`src/rtl/alu_exec_ctrl.sv`:
```
// alu_exec_ctrl
// Operand-supply and result-writeback controller wrapped around an external
// 4-bit combinational ALU. It owns a small register bank and a flag register,
// accepts one operation at a time over valid/ready, presents registered
// operands to the ALU, captures its result and flags, and writes them back
// through a three-state sequence IDLE -> EXEC -> WB.
module alu_exec_ctrl #(
  parameter int W    = 4,  // data width, tied to the ALU width
  parameter int NREG = 4   // register count, addressed by 2-bit fields
) (
  input  logic         clk,
  input  logic         rst_n,

  // Operation request
  input  logic         op_valid,
  output logic         op_ready,
  input  logic [1:0]   op_code,
  input  logic         op_l,
  input  logic [1:0]   op_rs,
  input  logic [1:0]   op_rt,
  input  logic [1:0]   op_rd,
  input  logic         op_we,

  // Direct register load
  input  logic         load_valid,
  input  logic [1:0]   load_addr,
  input  logic [W-1:0] load_data,

  // ALU interface
  output logic [W-1:0] alu_a,
  output logic [W-1:0] alu_b,
  output logic [1:0]   alu_op,
  output logic         alu_l,
  input  logic [W-1:0] alu_r,
  input  logic         alu_zero,
  input  logic         alu_carry,
  input  logic         alu_sign,

  // Status
  output logic [2:0]   flags,
  output logic         done,

  // Debug read port
  input  logic [1:0]   dbg_addr,
  output logic [W-1:0] dbg_data
);

  typedef enum logic [1:0] {
    IDLE = 2'd0,
    EXEC = 2'd1,
    WB   = 2'd2
  } state_t;

  state_t state;
  state_t state_next;

  // Per-cycle actions decoded from the current state and requests
  logic load_en;   // direct load into the bank this edge
  logic accept;    // operation accepted this edge
  logic cap_en;    // capture ALU outputs this edge
  logic wb_en;     // commit result and flags this edge

  // Register bank and pipeline holding registers
  logic [W-1:0] regs [NREG];
  logic [1:0]   rd_q;     // destination of the operation in flight
  logic         we_q;     // write enable of the operation in flight
  logic [W-1:0] res;      // captured ALU result
  logic [2:0]   fres;     // captured {sign, carry, zero}

  // Handshake and status outputs are pure functions of state and requests.
  assign op_ready = (state == IDLE) && !load_valid;
  assign done     = (state == WB);
  assign dbg_data = regs[dbg_addr];

  // State register.
  // NOTE: every clocked block uses non-blocking (<=) assignments so all
  // registers sample the pre-edge values and no read/write ordering race
  // exists between blocks.
  always_ff @(posedge clk) begin
    if (!rst_n) begin
      state <= IDLE;
    end else begin
      state <= state_next;
    end
  end

  // Next-state and action decode; a load in IDLE always beats an operation.
  // NOTE: every signal written here gets a default first, so no path leaves
  // a value unassigned and no latch is inferred.
  always_comb begin
    state_next = state;
    load_en    = 1'b0;
    accept     = 1'b0;
    cap_en     = 1'b0;
    wb_en      = 1'b0;
    case (state)
      IDLE: begin
        if (load_valid) begin
          load_en = 1'b1;
        end else if (op_valid) begin
          accept     = 1'b1;
          state_next = EXEC;
        end
      end
      EXEC: begin
        cap_en     = 1'b1;
        state_next = WB;
      end
      WB: begin
        wb_en      = 1'b1;
        state_next = IDLE;
      end
      default: begin
        state_next = IDLE;
      end
    endcase
  end

  // Register bank: direct loads in IDLE, result writeback in WB. The two
  // enables come from different states and can never be active together.
  // NOTE: the bank is small and its contents are architecturally visible
  // through dbg_data, so it is cleared on reset like any other register.
  always_ff @(posedge clk) begin
    if (!rst_n) begin
      for (int i = 0; i < NREG; i++) begin
        regs[i] <= '0;
      end
    end else if (load_en) begin
      regs[load_addr] <= load_data;
    end else if (wb_en && we_q) begin
      regs[rd_q] <= res;
    end
  end

  // ALU operand and control registers: loaded only on accept and held
  // stable through EXEC and WB so the ALU sees a steady input.
  always_ff @(posedge clk) begin
    if (!rst_n) begin
      alu_a  <= '0;
      alu_b  <= '0;
      alu_op <= '0;
      alu_l  <= 1'b0;
    end else if (accept) begin
      alu_a  <= regs[op_rs];
      alu_b  <= regs[op_rt];
      alu_op <= op_code;
      alu_l  <= op_l;
    end
  end

  // Destination and write-enable of the operation in flight.
  always_ff @(posedge clk) begin
    if (!rst_n) begin
      rd_q <= '0;
      we_q <= 1'b0;
    end else if (accept) begin
      rd_q <= op_rd;
      we_q <= op_we;
    end
  end

  // Capture ALU result and flags at the end of EXEC; stored unmodified.
  always_ff @(posedge clk) begin
    if (!rst_n) begin
      res  <= '0;
      fres <= '0;
    end else if (cap_en) begin
      res  <= alu_r;
      fres <= {alu_sign, alu_carry, alu_zero};
    end
  end

  // Flag register: updated at the end of every WB, whether or not the
  // result itself is written back.
  always_ff @(posedge clk) begin
    if (!rst_n) begin
      flags <= '0;
    end else if (wb_en) begin
      flags <= fres;
    end
  end

endmodule

```
`config.mk`:
```
export PLATFORM = sky130hd
export DESIGN_NAME = alu_exec_ctrl
export DESIGN_NICKNAME = d
export VERILOG_FILES = /design/src/rtl/alu_exec_ctrl.sv
export SDC_FILE = /design/constraint.sdc
export NUM_CORES = 1
export LEC_CHECK = 0
export CAP_MARGIN = 20
export CORE_ASPECT_RATIO = 0.6
export CORE_MARGIN = 3
export CORE_UTILIZATION = 55
export CTS_BUF_LIST = sky130_fd_sc_hd__clkbuf_4 sky130_fd_sc_hd__clkbuf_8
export CTS_CLUSTER_DIAMETER = 200
export CTS_CLUSTER_SIZE = 25
export DETAILED_ROUTE_END_ITERATION = 8
export PLACE_DENSITY = 0.87
export SLEW_MARGIN = 5
export SYNTH_ARGS = -nofsm -noshare
export SYNTH_HDL_FRONTEND = slang
export SYNTH_SLANG_ARGS = --single-unit
```
`constraint.sdc`:
```
create_clock -name clk -period 5.2 [get_ports clk]
set_input_delay 0.52 -clock clk [delete_from_list [all_inputs] [get_ports clk]]
set_output_delay 0.52 -clock clk [all_outputs]
set_load 0.01 [all_outputs]
```
# ---- Yosys cells after proc, flatten, opt, wreduce, memory -nomap -nowiden
# Memories as Yosys holds them, arrays and structs flattened. A register that Yosys moved wholly into a read port is not among the register bits.
# Cells that the tools add are included.
dict set report classes {
  eq_ne 4
  n_mux 24
  reduce_logical 9
}
# op n
set op_table {}
lappend op_table {{$mux 1} 17}
lappend op_table {{$mux 2} 4}
lappend op_table {{$mux 4} 2}
lappend op_table {{$reduce_or 4->1} 2}
lappend op_table {{$ne 2x2->1 const B} 2}
lappend op_table {{$pmux 2 s2} 1}
lappend op_table {{$logic_not 1->1} 3}
lappend op_table {{$eq 2x1->1 const B} 1}
lappend op_table {{$eq 2x2->1 const B} 1}
lappend op_table {{$logic_and 1x1->1} 2}
lappend op_table {{$logic_not 2->1} 1}
lappend op_table {{$reduce_and 2->1} 1}
dict set report totals {
  reg_bits 18
  ram_bits 16
  inputBits 29
  output_inout_bits 20
  wordCells 46
  memories 1
}
# name depth word_bits read_ports rd_ports_with_merged_regs wr line
set memory_table {}
lappend memory_table {regs 4 4 3 2 4 64} ;# logic [W-1:0] regs [NREG];

# ---- Longest topological paths before layout
dict set report depth {
  ltp_word 9
  ltp_mapped 6
  ltp_nobuf 3
}

# ---- Worst setup path after synthesis
# OpenSTA, ideal clock, no wires.
dict set report synth_path {
  kind {input to register}
  from {input rst_n}
  to {memory regs[0][0], enable pin}
  setup_time_ns 0.347
  arrival_time_ns 1.482
  required_time_ns 4.853
  path_slack_ns 3.372
  stages 5
  path_buffers 2
  cell_sequence {nor4bb_1 buf_2 buf_6 o211ai_1 a31oi_1}
}
# element line
set synth_rtl {}
lappend synth_rtl {{from (decl)} 12} ;# input logic rst_n,
lappend synth_rtl {{to (decl)} 64}

# ---- Worst setup path after layout
dict set report layout_path {
  from {input dbg_addr[0]}
  to {output dbg_data[3]}
}
dict set report layout_via {
  elab_chain_len 1
}
# element line
set layout_lines {}
lappend layout_lines {{from (decl)} 44} ;# input logic [1:0] dbg_addr,
lappend layout_lines {{$mem_v2 4x4} -}
lappend layout_lines {{to (decl)} 45} ;# output logic [W-1:0] dbg_data
# Every way passes these cells.

==> impl_results.md <==
- Commonest non-fill, non-tap cell in the layout: clkdlybuf4s50_1
- CP Launch Type: primary input
- Syn_nets: around 210
- RR Startpoint: state[0]
- Synth Instances: 180
- H-tree depth: 2
- Cell Area, Synth: around 2100 sq um
- NumNets Final: 255
- Starting density of the core: 0.6084
- Final HPWL DP: between 4 and 5 mm
- Initial antenna violation count: 0
- DR vias/cell: 6.158
- Reg-to-reg endpoint: regs[1][3]
- Clock sinks: 42
- Vias: roughly 1,700
- Number of cell rows: 16
- CP Max Fanout: 4
- Die extent in x: 85.91 microns
- I/O pin total: 49
- PostCTS Resize Cnt: 0
- Final period utilization: 0.5285
- Worst hold path depth: 2
- Top FF cell, synth: dfxtp_1
- Antenna Nets Post-Route: 0
- WP data arrival: 2.23 ns
- Post-CTS setup buffer count: 0
- Hold Startpoint: alu_a[3]
- PD cells: around 260 nW/um^2
- Achievable frequency: between 300 and 400 MHz
- Vias in the first global route: 1,670
- Max Cap Viol: 0
- Critical setup path kind: primary input to output pin
- Post-synth top area share: 0.2470
- First-pass GRT wire length: between 8 and 9 mm
- Final setup violation count: 0
- Largest net degree at the start of global routing: 35
- Worst Setup End Kind: output pin
- Die ar.: 4634 sq um
- Die height: 53.95 microns
- Setup_tns: 0 ns
- EDFF count, synth: 16
- Post-Route WL: 5.392 mm
- Synth area leaders: dfxtp_1, edfxtp_1, mux4_2, nand2_1, mux2i_1
- Fin crit period: 2.748 ns
- Commonest cells after routing, fill and taps aside: clkdlybuf4s50_1, dfxtp_1, nand2_1, edfxtp_1, nor2b_1
- Post-CTS Hold Buffers: 0
- Pre-Repair DR Iteration Count: 6
- Slowest cell delay on critical path: 0.64 ns
- GP Congestion: around 0.92
- Drc violations: 0
- CORE AREA: 3463 sq um
- Number of synthesized register bits: 42
- Initial drt markers: 198
- Gr ovfl total: 0
- Peak VDD IR: 0.2075 mV
- Cell taking the most area after synthesis: dfxtp_1
- Hold Crit Endpoint: alu_a[3]
- R2R setup slack: 2.85 ns
- Slew at the pin with the worst max-slew slack: 0.8969 ns
- CTS tree: yes
- Clock root buffer: clkbuf_8
- Final hold vios: 0
- Tot GR Track Use: 0.2549
- P&R area growth vs syn: 26.96%
- Clock skew: 0.008248 ns
- Fillcell total: 224
- Cells on worst reg2reg path: 3
- ANT cells: 0
- Slowest CP cell: clkdlybuf4s50_1
- Max Slew Vio Count: 0
- Num CTS Buffers: 5
- Lkg Pwr: about 0.95 nW
- Clk slew on worst S/H paths: 0.08 ns
- Layout cell share with drive strength beyond 1: 0.1189
- I/O Buffers: 48
- Wire per inst: slightly below 20 microns
- CP Cell Sequence: clkdlybuf4s50_1 -> mux4_2 -> clkdlybuf4s50_1
- Yosys Warn Count: 0
- Final WS setup: about 2.5 ns
- Post-Place Worst Slack: about 2.2 ns
- Status: completed
- CP required: 4.68 ns
- Worst min-delay path class: register to register
- Async SR Flop Fraction: 0
- Syn Area/Cell: 11.71 sq um
- Relative slew margins: 0.3995
- Most used cell along the critical path: clkdlybuf4s50_1
- CTS max path bufs: 2
- Sequential-to-total area share from yosys stat: 0.4751
- Worst-Skew Late Latency: 0.29 ns
- Yosys cell types: 34
- RSZ-0062 raised after global routing: false
## cells by family after synthesis
group                  after synthesis  synth area share
muxes                               21            0.1710
buffers and inverters               19           0.05285
DFF                                 42            0.4751
AOI/OAI and AO/OA                   37            0.1401
and+or+nand+nor                     61            0.1609
## sequential cells by signal (all words and copies together), names as in the netlist
signal and count:
flags 3, we_q 1, rd_q 2, alu_l 1
res 4, alu_a 4, state 2, alu_op 2
regs 16, fres 3, alu_b 4
## through the flow
stage | total power [mW] | hold WS (ns) | utilization | instances | area (sq um)
floorplan | 0.4285 | 0.4428 | - | 180 | 2107
global placement | 0.4764 | 0.4510 | 0.7460 | 264 | 2584
detailed placement | 0.4840 | 0.4560 | 0.7460 | 264 | 2584
CTS | 0.6934 | 0.4666 | 0.7724 | 272 | 2675
global route | 0.7179 | 0.4730 | 0.7724 | 272 | 2675
finish | 0.6945 | 0.4651 | 0.7724 | 272 | 2675
## synth_stat cells, types with 2 or more instances
cell	n
o2bb2ai_1	9
nor2b_1	13
dfxtp_1	26
nand2_1	25
inv_1	8
a22oi_1	3
nor3_1	12
mux4_2	12
a22oi_2	2
mux2i_1	9
o21ai_0	2
a32oi_1	4
clkbuf_1	4
and2_1	2
a21oi_1	3
buf_2	2
a21boi_0	8
buf_6	5
edfxtp_1	16
## area by class of cell
class / count / area [sq um] / area share
flip-flops and latches: 42 / 1001 / 0.3742
repair buffers: 50 / 495.5 / 0.1852
multi-input cells: 119 / 1001 / 0.3742
well taps: 45 / 56.30 / 0.02105
inverters: 8 / 30.03 / 0.01123
clock buffers: 8 / 91.34 / 0.03414
## layer usage
metal | part of all wire | routed length (microns) | up-vias | global-route usage
met2 | 0.49 | 2658 | 102 | 0.4514
met5 | 0 | 0 | - | 0
met1 | 0.40 | 2159 | 791 | 0.3249
met4 | 0.016 | 85 | 0 | 0.06053
met3 | 0.091 | 489 | 15 | 0.05657
li1 | - | - | 767 | -
## power by group
| part | internal [mW] | leakage (nW) | switching [mW] |
|---|---|---|---|
| Combinational | 0.0613 | 0.526 | 0.0466 |
| Clock | 0.111 | 0.0498 | 0.105 |
| Sequential | 0.356 | 0.379 | 0.0137 |
| Total | 0.529 | 0.954 | 0.166 |
## how the worst max path moves through the flow
stage,from,end,cells past startpoint
after floorplan,rst_n,regs[0][0],5
after global placement,rst_n,regs[2][0],5
after detailed placement,rst_n,regs[2][2],6
after CTS,dbg_addr[0],dbg_data[1],3
after global routing,rst_n,regs[2][0],6
final,dbg_addr[0],dbg_data[3],3
## worst max-delay path, delay by kind of cell
kind     cells  cell delay, ns
buf+inv      2            1.14
mux          1            0.57
No activity file was read; power rests on OpenSTA's default activity.
